==> src/rtl/ram_arbiter_pkg.sv <==
// Shared types and constants for the data-RAM arbiter between the CPU and DMA ports.
// RAM geometry, owner encoding and a saturating-increment helper live here.
package ram_arbiter_pkg;

  localparam int RAM_DEPTH  = 1024;
  localparam int RAM_ADDR_W = $clog2(RAM_DEPTH);
  localparam int DATA_W     = 8;
  localparam int CNT_W      = 4;

  typedef enum logic [1:0] {
    OWN_NONE = 2'd0,
    OWN_CPU  = 2'd1,
    OWN_DMA  = 2'd2
  } arb_owner_t;

  function automatic logic [CNT_W-1:0] sat_inc(input logic [CNT_W-1:0] value,
                                               input logic [CNT_W-1:0] limit);
    return (value >= limit) ? limit : value + 1'b1;
  endfunction

endpackage

==> src/rtl/ram_arbiter.sv <==
// Single-port RAM arbiter: CPU priority with a bounded DMA burst lock and a
// DMA starvation guarantee. Grants are combinational, read valids are registered.
module ram_arbiter
  import ram_arbiter_pkg::*;
#(
  parameter int MAX_WAIT  = 4,
  parameter int MAX_BURST = 8
) (
  input  logic                  clk,
  input  logic                  rst,
  input  logic                  cpu_req,
  input  logic                  cpu_we,
  input  logic [RAM_ADDR_W-1:0] cpu_addr,
  input  logic [DATA_W-1:0]     cpu_wdata,
  output logic                  cpu_gnt,
  output logic                  cpu_rvalid,
  output logic [DATA_W-1:0]     cpu_rdata,
  input  logic                  dma_req,
  input  logic                  dma_we,
  input  logic                  dma_lock,
  input  logic [RAM_ADDR_W-1:0] dma_addr,
  input  logic [DATA_W-1:0]     dma_wdata,
  output logic                  dma_gnt,
  output logic                  dma_rvalid,
  output logic [DATA_W-1:0]     dma_rdata,
  output logic                  ram_cs,
  output logic                  ram_we,
  output logic [RAM_ADDR_W-1:0] ram_addr,
  output logic [DATA_W-1:0]     ram_wdata,
  input  logic [DATA_W-1:0]     ram_rdata,
  output logic [1:0]            arb_owner
);

  localparam logic [CNT_W-1:0] WAIT_LIM  = CNT_W'(MAX_WAIT);
  localparam logic [CNT_W-1:0] BURST_LIM = CNT_W'(MAX_BURST);

  logic [CNT_W-1:0] wait_cnt_reg, wait_cnt_next;
  logic [CNT_W-1:0] burst_cnt_reg, burst_cnt_next;
  logic             cpu_rvalid_reg, dma_rvalid_reg;
  arb_owner_t       owner;
  logic             lock_active;

  // The lock only holds once a burst has started and until it reaches its cap.
  assign lock_active = dma_lock && (burst_cnt_reg != '0) && (burst_cnt_reg < BURST_LIM);

  always_comb begin
    owner = OWN_NONE;
    if (rst)
      owner = OWN_NONE;
    else if (dma_req && lock_active)
      owner = OWN_DMA;
    else if (dma_req && (wait_cnt_reg == WAIT_LIM))
      owner = OWN_DMA;
    else if (cpu_req)
      owner = OWN_CPU;
    else if (dma_req)
      owner = OWN_DMA;
  end

  assign cpu_gnt   = (owner == OWN_CPU);
  assign dma_gnt   = (owner == OWN_DMA);
  assign arb_owner = owner;

  always_comb begin
    ram_cs    = 1'b0;
    ram_we    = 1'b0;
    ram_addr  = '0;
    ram_wdata = '0;
    case (owner)
      OWN_CPU: begin
        ram_cs    = 1'b1;
        ram_we    = cpu_we;
        ram_addr  = cpu_addr;
        ram_wdata = cpu_wdata;
      end
      OWN_DMA: begin
        ram_cs    = 1'b1;
        ram_we    = dma_we;
        ram_addr  = dma_addr;
        ram_wdata = dma_wdata;
      end
      default: ;
    endcase
  end

  always_comb begin
    wait_cnt_next  = '0;
    burst_cnt_next = '0;
    if (dma_req && !dma_gnt)
      wait_cnt_next = sat_inc(wait_cnt_reg, WAIT_LIM);
    if (dma_gnt && dma_lock)
      burst_cnt_next = sat_inc(burst_cnt_reg, BURST_LIM);
  end

  always_ff @(posedge clk or posedge rst) begin
    if (rst) begin
      wait_cnt_reg   <= '0;
      burst_cnt_reg  <= '0;
      cpu_rvalid_reg <= 1'b0;
      dma_rvalid_reg <= 1'b0;
    end else begin
      wait_cnt_reg   <= wait_cnt_next;
      burst_cnt_reg  <= burst_cnt_next;
      cpu_rvalid_reg <= cpu_gnt && !cpu_we;
      dma_rvalid_reg <= dma_gnt && !dma_we;
    end
  end

  // Both requesters see the raw RAM output; rvalid tells each whose data it is.
  assign cpu_rvalid = cpu_rvalid_reg;
  assign dma_rvalid = dma_rvalid_reg;
  assign cpu_rdata  = ram_rdata;
  assign dma_rdata  = ram_rdata;

endmodule

==> config.mk <==
export PLATFORM = sky130hd
export DESIGN_NAME = ram_arbiter
export DESIGN_NICKNAME = d
export VERILOG_FILES = /design/src/rtl/ram_arbiter_pkg.sv /design/src/rtl/ram_arbiter.sv
export SDC_FILE = /design/constraint.sdc
export NUM_CORES = 1
export LEC_CHECK = 0
export CAP_MARGIN = 20
export CORE_MARGIN = 10
export CORE_UTILIZATION = 29
export DETAILED_ROUTE_END_ITERATION = 10
export PLACE_DENSITY = 0.84
export SLEW_MARGIN = 10
export SYNTH_ARGS = -nofsm -noshare
export SYNTH_HDL_FRONTEND = slang
export SYNTH_SLANG_ARGS = --single-unit
==> constraint.sdc <==
create_clock -name clk -period 3.4 [get_ports clk]
set_clock_uncertainty 0.05 [all_clocks]
set_input_delay 1.02 -clock clk [delete_from_list [all_inputs] [get_ports clk]]
set_output_delay 1.02 -clock clk [all_outputs]
set_load 0.1 [all_outputs]
==> results of run 1 <==
where the power goes:
group / internal, mW / switching (mW)
clock network: 0.0407 / 0.0366
registers: 0.123 / 0.00411
logic: 0.181 / 0.213
synth_stat cells:
library cell / count
nor2_1: 21
a22oi_1: 19
buf_4: 16
dfrtp_1: 10
ha_1: 7
inv_1: 6
buf_2: 3
nand2b_1: 3
nor3_1: 3
a31oi_1: 2
clkbuf_1: 2
nor2b_1: 2
a31o_1: 1
and4_1: 1
buf_6: 1
conb_1: 1
nand2_1: 1
nand4_1: 1
nand4b_1: 1
nand4b_2: 1
nor3b_1: 1
nor4_1: 1
nor4b_2: 1
xnor2_1: 1
kinds of logic after synthesis:
logic type                 Yosys count  synth area share, %
buffers and inverters               28                 19.9
other                                1                0.423
DFF                                 10                 28.2
adders and majority gates            7                 9.87
and+or+nand+nor                     37                 22.1
xor gates and xnor gates             1                0.987
AOI/OAI and AO/OA                   22                 18.5
metal layers:
layer  wire (µm)  vias to the layer above
met5           0                        -
met4         121                        0
met3         213                       16
met2        2660                       38
met1        1450                      545
li1            -                      520
what timing repair did:
item,CTS,global route
resized for setup,39,5
buffers inserted,18,2
pin swaps,32,15
cloned,3,0
endpoints found under the setup margin,24,22
cells in the final DEF (no fill, tap or decap), types with 2 or more instances in the layout:
| cell type | Yosys | layout |
|---|---|---|
| buf_16 | 0 | 3 |
| buf_8 | 0 | 3 |
| nor2b_1 | 2 | 2 |
| nor2_1 | 21 | 2 |
| nand2b_1 | 3 | 2 |
| a22oi_2 | 0 | 19 |
| ha_4 | 0 | 3 |
| nor3_1 | 3 | 3 |
| buf_4 | 16 | 21 |
| clkbuf_4 | 0 | 3 |
| ha_1 | 7 | 4 |
| clkdlybuf4s50_1 | 0 | 38 |
| buf_6 | 1 | 3 |
| nor2_4 | 0 | 19 |
| inv_1 | 6 | 4 |
| dfrtp_1 | 10 | 10 |
| buf_12 | 0 | 29 |
per-stage QoR:
| stage | power [mW] | hold WS (ns) |
|---|---|---|
| floorplan | 0.406 | 0.389 |
| global placement | 0.453 | 0.400 |
| detailed placement | 0.458 | 0.430 |
| CTS | 0.593 | 0.438 |
| global route | 0.621 | 0.450 |
| finish | 0.598 | 0.448 |
worst max-delay path, cell delays in order:
cell,delay (ns)
buf_8,0.10
nand4b_1,0.10
buf_4,0.15
nand4_1,0.09
buf_4,0.16
ha_4,0.17
buf_12,0.13
buf_12,0.12
a22oi_2,0.22
nor2_4,0.06
buf_12,0.17
path summary, 6_finish.rpt:
check	from	slack, ns	endpoint
setup / recovery	dma_req	-0.18	ram_wdata[7]
hold / removal	wait_cnt_reg[0]	0.45	wait_cnt_reg[0]
setup reg to reg	wait_cnt_reg[0]	1.34	wait_cnt_reg[1]
hold reg to reg	wait_cnt_reg[0]	0.45	wait_cnt_reg[0]
max in group asynchronous	rst	2.27	burst_cnt_reg[1]
min in group asynchronous	rst	0.84	cpu_rvalid
area by class of cell:
| class | count | area [µm²] | area share, % |
|---|---|---|---|
| Clock buffer | 3 | 22.5 | 0.927 |
| Timing Repair Buffer | 100 | 1310 | 53.9 |
| Multi-Input combinational cell | 68 | 778 | 32.0 |
| Inverter | 6 | 26.3 | 1.08 |
| Tap cell | 33 | 41.3 | 1.70 |
| Sequential cell | 10 | 250 | 10.3 |
==> flow_summary.yaml, run 1 <==
outcome:
  status: "finished, violations left"
  violations: "negative setup slack"
cts:
  clockBufferDepth: 2
  cts_made_buffers: 3
  cts_tree: "yes"
  htree_levels: 1
  cts.sinks: 10
  ctsHoldBuffers: 0
  clkTransAtPathRegs_ns: 0.05
  clk_latency_ns: 0.26
  clk_root_buffer_cell: "clkbuf_4"
cells_and_area:
  num_antenna_cells: 0
  fillers: 172
  final_core_util_pct: 81.6
  finalNonFillerCells: 220
  final_nets: 247
  stdcell_area_um2: 2430
  drive_gt1_share_pct: 59.9
  area_growth_pct: 174
placed_design:
  dpl_cell_area_um2: 2000
  detailed_place_hpwl_mm: 3.18
  pre_cts_ws_ns: -0.612
  numPlacedInstances: 195
  port_buffers: 68
  place_congestion: 0.793
logic_synthesis:
  synth.distinct_cells: 24
  ys_ff_latch: 10
  synth_seq_area_share_pct: 28.2
  yosys_warnings: 0
  syn-num-nets: 164
  synthDominantCellAreaShare_pct: 28.2
  syn_area_per_cell_um2: 8.37
  synth_cells: 106
  ys_top_cells_by_area: "dfrtp_1 (28%), a22oi_1 (16%), buf_4 (14%)"
  synth_area_um2: 887
  yosysTopAreaCell: "dfrtp_1"
route:
  drc: 0
  antenna_left: 0
  wl_per_cell_um: 20.2
  firstDrtPassIters: 4
  drt_iter0_drc: 61
  vias: 1119
  wl_mm: 4.45
  vias_per_cell: 5.09
critical_path:
  cp.arrival_ns: 2.51
  reg2reg_depth: 10
  crit_fanout: 5
  startpoint_type: "input port"
  worstPathRequired_ns: 2.33
  worst-setup-path-type: "input port to output pin"
  end_kind: "output pin"
power:
  powerDensity_nw_per_um2: 246
  ir_worst_vdd_v: 0.000205
  leakage_nw: 0.939
sta:
  rsz0062_at_grt: "true"
  finalSetupViolations: 22
  max_freq_ghz: 0.279
  setup_ws_ns: -0.184
  slew_violations: 0
  layout_min_cycle_time_ns: 3.58
  setup-tns-final_ns: -3.30
  finalHoldViolCount: 0
  min_period_over_period_pct: 105
die:
  num_rows: 20
  fp.dieH_um: 75.3
  die-area_um2: 5670
  die_w_um: 75.3
  start_util_pct: 29.8
  ioPinCount: 93
  fp.coreArea_um2: 2980
global_route:
  met1_usage_pct: 14.3
  grt-busiest-layer: "met2"
  gr-total-overflow: 0
  antenna_found_initial: 0
  grt_usage_pct: 15.2
  grt_util_met3_pct: 3.39
  grt_pass1_wl_mm: 6.53
  grt_use_met2_pct: 31.3
  grt_pass1_vias: 1259
  grt_max_degree: 11
min_path:
  holdPathStages: 1
  hold_class: "register to register"
flow_run:
  maxCapViolCount: 0
No activity file was read; power rests on OpenSTA's default activity.
==> run 2, diff against run 1 <==
- SETUP_SLACK_MARGIN: unset -> 0.02
==> run 2 against run 1 <==
The flow still finishes with violations (negative setup slack). Worst hold slack did not move. First-iteration DRC count unchanged. Count of clock-buffer cells in the layout is the same. Routed wire length did not move. Sequential share of layout area stayed put. Non-clock buffer count unchanged. Setup slack is the same. Total power unchanged. Highest routed layer unchanged.
==> flow_summary.yaml, run 2 (synthesis results as in run 1) <==
outcome:
  status: "finished, violations left"
  violations: "negative setup slack"
sta:
  setup-tns-final_ns: -3.30
  rsz0062_at_grt: "true"
  max_freq_ghz: 0.279
  slew_violations: 0
  min_period_over_period_pct: 105
  finalHoldViolCount: 0
  setup_ws_ns: -0.184
  layout_min_cycle_time_ns: 3.58
  finalSetupViolations: 22
global_route:
  grt_pass1_wl_mm: 6.53
  gr-total-overflow: 0
  grt_usage_pct: 15.2
  grt_max_degree: 11
  antenna_found_initial: 0
  grt_pass1_vias: 1259
placed_design:
  detailed_place_hpwl_mm: 3.18
  port_buffers: 68
  place_congestion: 0.793
  dpl_cell_area_um2: 2000
  numPlacedInstances: 195
cells_and_area:
  num_antenna_cells: 0
  final_nets: 247
  layout_commonest_cell: "clkdlybuf4s50_1"
  drive_gt1_share_pct: 59.9
  finalNonFillerCells: 220
  mostFrequentLayoutCells: "clkdlybuf4s50_1 (38), buf_12 (29), buf_4 (21), a22oi_2 (19), nor2_4 (19)"
  stdcell_area_um2: 2430
  fillers: 172
  area_growth_pct: 174
critical_path:
  r2r-start: "wait_cnt_reg[0]"
  crit_fanout: 5
  slowest_stage: "a22oi_2"
  startpoint_type: "input port"
  worstPathCellList: "buf_8 -> nand4b_1 -> buf_4 -> nand4_1 -> buf_4 -> ha_4 -> buf_12 -> buf_12 -> a22oi_2 -> nor2_4 -> buf_12"
  cp.arrival_ns: 2.51
  cpMostUsedCell: "buf_12"
  cpPeakStageDelay_ns: 0.22
  critPathBufInv: 6
  cp_top_family: "buffers and inverters"
  worstPathRequired_ns: 2.33
  r2r-end: "wait_cnt_reg[1]"
  worst-setup-path-type: "input port to output pin"
  end_kind: "output pin"
  regToRegSetupSlack_ns: 1.34
  reg2reg_depth: 10
route:
  firstDrtPassIters: 4
  drt_iter0_drc: 61
  wl_per_cell_um: 20.2
  wl_met2_mm: 2.66
  top_layer: "met4"
  wl_met1_mm: 1.45
  drc: 0
  antenna_left: 0
  vias: 1119
  dr_wl_met3_um: 213
  vias_per_cell: 5.09
  wl_mm: 4.45
cts:
  clk_latency_ns: 0.26
  clockBufferDepth: 2
  cts_made_buffers: 3
  cts.sinks: 10
  ctsHoldBuffers: 0
  clkTransAtPathRegs_ns: 0.05
  clk_root_buffer_cell: "clkbuf_4"
  cts_tree: "yes"
  htree_levels: 1
power:
  ir_worst_vdd_v: 0.000205
  total_power_uw: 598
  leakage_nw: 0.939
  powerDensity_nw_per_um2: 246
die:
  ioPinCount: 93
  die_w_um: 75.3
  fp.dieH_um: 75.3
  num_rows: 20
  die-area_um2: 5670
  fp.coreArea_um2: 2980
  start_util_pct: 29.8
flow_run:
  maxCapViolCount: 0
min_path:
  worstHoldEndpoint: "wait_cnt_reg[0]"
  holdPathStages: 1
  hold_start: "wait_cnt_reg[0]"
  hold_class: "register to register"
-- run 2: cell counts in the layout (fill, tap and decap cells not counted) --
Identical to the previous run, type by type.
-- run 2: cell type report --
cell class	count	area, µm²	area share [%]
Tap cell	33	41.3	1.70
Sequential cell	10	250	10.3
Inverter	6	26.3	1.08
Multi-Input combinational cell	68	778	32.0
Timing Repair Buffer	100	1310	53.9
Clock buffer	3	22.5	0.927
-- run 2: worst max-delay path by stage --
| stage | slack, ns | from | endpoint | cells past startpoint |
|---|---|---|---|---|
| after floorplan | -0.93 | rst | ram_addr[0] | 6 |
| after global placement | -0.54 | dma_req | ram_wdata[4] | 7 |
| after detailed placement | -0.61 | dma_req | ram_addr[0] | 7 |
| after CTS | -0.19 | dma_req | ram_wdata[7] | 11 |
| after global routing | -0.27 | dma_req | ram_wdata[7] | 11 |
| final | -0.18 | dma_req | ram_wdata[7] | 11 |
-- run 2: through the flow --
| stage | hold slack [ns] | utilization (%) | setup slack [ns] |
|---|---|---|---|
| floorplan | 0.389 | - | -0.929 |
| global placement | 0.400 | 67.2 | -0.544 |
| detailed placement | 0.430 | 67.2 | -0.612 |
| CTS | 0.438 | 80.3 | -0.194 |
| global route | 0.450 | 81.6 | -0.272 |
| finish | 0.448 | 81.6 | -0.184 |
-- run 2: repair_timing --
action / in CTS / in global routing
endpoints found under the hold margin: 0 / 0
cloned: 3 / 0
endpoints found under the setup margin: 24 / 22
resized for setup: 39 / 5
pin swaps: 32 / 15
setup buffers: 18 / 2
-- run 2: layer usage --
layer | up-vias | global-route usage, %
li1 | 520 | -
met1 | 545 | 14.3
met2 | 38 | 31.3
met3 | 16 | 3.39
met4 | 0 | 4.33
met5 | - | 0
-- run 2: power by group --
group	total, mW	switching (mW)	internal, mW
logic	0.394	0.213	0.181
clock network	0.0773	0.0366	0.0407
registers	0.127	0.00411	0.123
==> run 3, diff against run 2 <==
- ABC_AREA: unset -> 1
- CORE_UTILIZATION: 29 -> 30
- PLACE_DENSITY: 0.84 -> 0.83
==> run 3 against run 2 <==
Clock power up 2.6%. Fmax up 1.2%. Cell count up 20%. First-iteration DRC count down 4.9%. Largest power group unchanged. Design area up 7.1%. Combinational power up 6.1%. Largest cell class unchanged. Worst hold slack worse by 0.015 ns. Highest routed layer unchanged. The flow still finishes with violations (negative setup slack).
==> flow_summary.yaml, run 3 <==
outcome:
  status: "finished, violations left"
  violations: "negative setup slack"
cts:
  clkTransAtPathRegs_ns: 0.06
  cts_made_buffers: 3
  htree_levels: 1
  clk_root_buffer_cell: "clkbuf_4"
  cts.sinks: 10
  cts_tree: "yes"
  clk_latency_ns: 0.26
  clockBufferDepth: 2
logic_synthesis:
  synthDominantCellAreaShare_pct: 26.3
  synth_seq_area_share_pct: 26.3
  ys_top_cells_by_area: "dfrtp_1 (26%), nand2_1 (19%), buf_4 (14%)"
  yosys_warnings: 0
  async_reset_ff_share_pct: 100
  synth_cells: 144
  synth-edff-count: 0
  yosysTopAreaCell: "dfrtp_1"
  yosys-top-cells-count: "nand2_1 (47), a21oi_1 (19), buf_4 (18)"
  yosys.cell_count.top_type: "nand2_1"
  synth_area_um2: 951
  ys_ff_latch: 10
  syn_area_per_cell_um2: 6.60
  synth.distinct_cells: 17
  syn-num-nets: 202
  synth_flop_cell: "dfrtp_1"
placed_design:
  detailed_place_hpwl_mm: 3.35
  pre_cts_ws_ns: -0.622
  port_buffers: 68
  numPlacedInstances: 247
  place_congestion: 0.757
  dpl_cell_area_um2: 2170
global_route:
  grt_usage_pct: 16.8
  gr-total-overflow: 0
  grt_max_degree: 11
  antenna_found_initial: 0
  grt_pass1_wl_mm: 7.98
  grt_pass1_vias: 1387
critical_path:
  crit_fanout: 8
  end_kind: "output pin"
  cp.arrival_ns: 2.47
  worst-setup-path-type: "input port to output pin"
  worstPathCellList: "buf_2 -> inv_2 -> nand2_1 -> nand2_4 -> nor2_4 -> nor2_4 -> ha_4 -> buf_12 -> nand2_4 -> a21oi_4 -> buf_12"
  slowest_stage: "ha_4"
  cp_top_family: "buffers and inverters"
  cpPeakStageDelay_ns: 0.23
  startpoint_type: "input port"
  worstPathRequired_ns: 2.33
  critPathBufInv: 4
sta:
  finalSetupViolations: 21
  layout_min_cycle_time_ns: 3.54
  max_freq_ghz: 0.282
  min_period_over_period_pct: 104
  slew_violations: 0
  setup-tns-final_ns: -1.97
  rsz0062_at_grt: "true"
  finalHoldViolCount: 0
  setup_ws_ns: -0.143
min_path:
  hold_class: "register to register"
die:
  die_w_um: 76.3
  fp.dieH_um: 76.3
  start_util_pct: 31.1
  ioPinCount: 93
  die-area_um2: 5820
  fp.coreArea_um2: 3050
  num_rows: 20
cells_and_area:
  area_growth_pct: 173
  fillers: 137
  drive_gt1_share_pct: 54.8
  register_area_um2: 250
  final_nets: 281
  num_antenna_cells: 0
  layout_commonest_cell: "clkdlybuf4s50_1"
  multiInputGateArea_um2: 925
  mostFrequentLayoutCells: "clkdlybuf4s50_1 (38), buf_12 (30), nand2_1 (20), a21oi_4 (19), nand2_4 (18)"
  finalNonFillerCells: 265
  stdcell_area_um2: 2600
route:
  vias: 1277
  firstDrtPassIters: 4
  wl_mm: 5.62
  drt_iter0_drc: 58
  vias_per_cell: 4.82
  antenna_left: 0
  wl_per_cell_um: 21.2
  drc: 0
flow_run:
  maxCapViolCount: 0
power:
  ir_worst_vdd_v: 0.000258
  leakage_nw: 1.08
  powerDensity_nw_per_um2: 240
[run 3: changes by cell type after synthesis, sizes merged, moves of 3 or more]
cell	change
nand3	+3
a21oi	+20
a22oi	-19
inv	+9
nor2	-5
nand2b	-3
nand2	+46
[run 3: path summary, 6_finish.rpt]
path | slack [ns] | startpoint | cells after the start | end
setup / recovery | -0.14 | cpu_req | 11 | ram_addr[2]
hold / removal | 0.43 | wait_cnt_reg[0] | 1 | wait_cnt_reg[0]
setup reg to reg | 1.15 | burst_cnt_reg[0] | 14 | cpu_rvalid
hold reg to reg | 0.43 | wait_cnt_reg[0] | 1 | wait_cnt_reg[0]
max in group asynchronous | 2.36 | rst | 3 | burst_cnt_reg[2]
min in group asynchronous | 0.79 | rst | 3 | wait_cnt_reg[2]
[run 3: logic make-up (layout without fill, tap and decap cells)]
group,Yosys count,count (layout),synth area share (%)
other cells,1,1,0.394
simple gates,67,67,27.2
compound gates,21,21,11.4
flops,10,10,26.3
buf+inv,37,114,24.5
xor+xnor,1,1,0.921
fa+ha+maj,7,7,9.21
[run 3: per-layer routing]
layer	track usage [%]	up-vias	part of all wire, %
li1	-	581	-
met1	18.6	631	38
met2	31.6	61	56
met3	4.72	4	6.0
met4	1.86	0	0.64
met5	0	-	0
[run 3: power breakdown]
group	total, mW	switching, mW	internal (mW)	leakage, nW
logic	0.418	0.235	0.184	0.935
registers	0.125	0.00236	0.123	0.135
clock network	0.0793	0.0385	0.0408	0.0138
[run 3: cell type report]
class | instances | share of cell area (%)
Timing Repair Buffer | 96 | 49.4
Multi-Input combinational cell | 97 | 35.6
Sequential cell | 10 | 9.62
Inverter | 15 | 2.41
Tap cell | 44 | 2.12
Clock buffer | 3 | 0.866
[run 3: stage by stage]
stage,power (mW),hold WS [ns],util [%]
floorplan,0.415,0.387,-
global route,0.644,0.452,85.2
CTS,0.600,0.431,81.8
detailed placement,0.469,0.425,71.2
finish,0.623,0.433,85.2
global placement,0.464,0.403,71.2
[run 3: repair_timing]
item                                    CTS  global route
pin swaps                                23            21
gates resized for setup                  55            19
hold buffers                              0             0
setup buffers                            13             1
endpoints found under the setup margin   24            22
gates cloned                              2             1
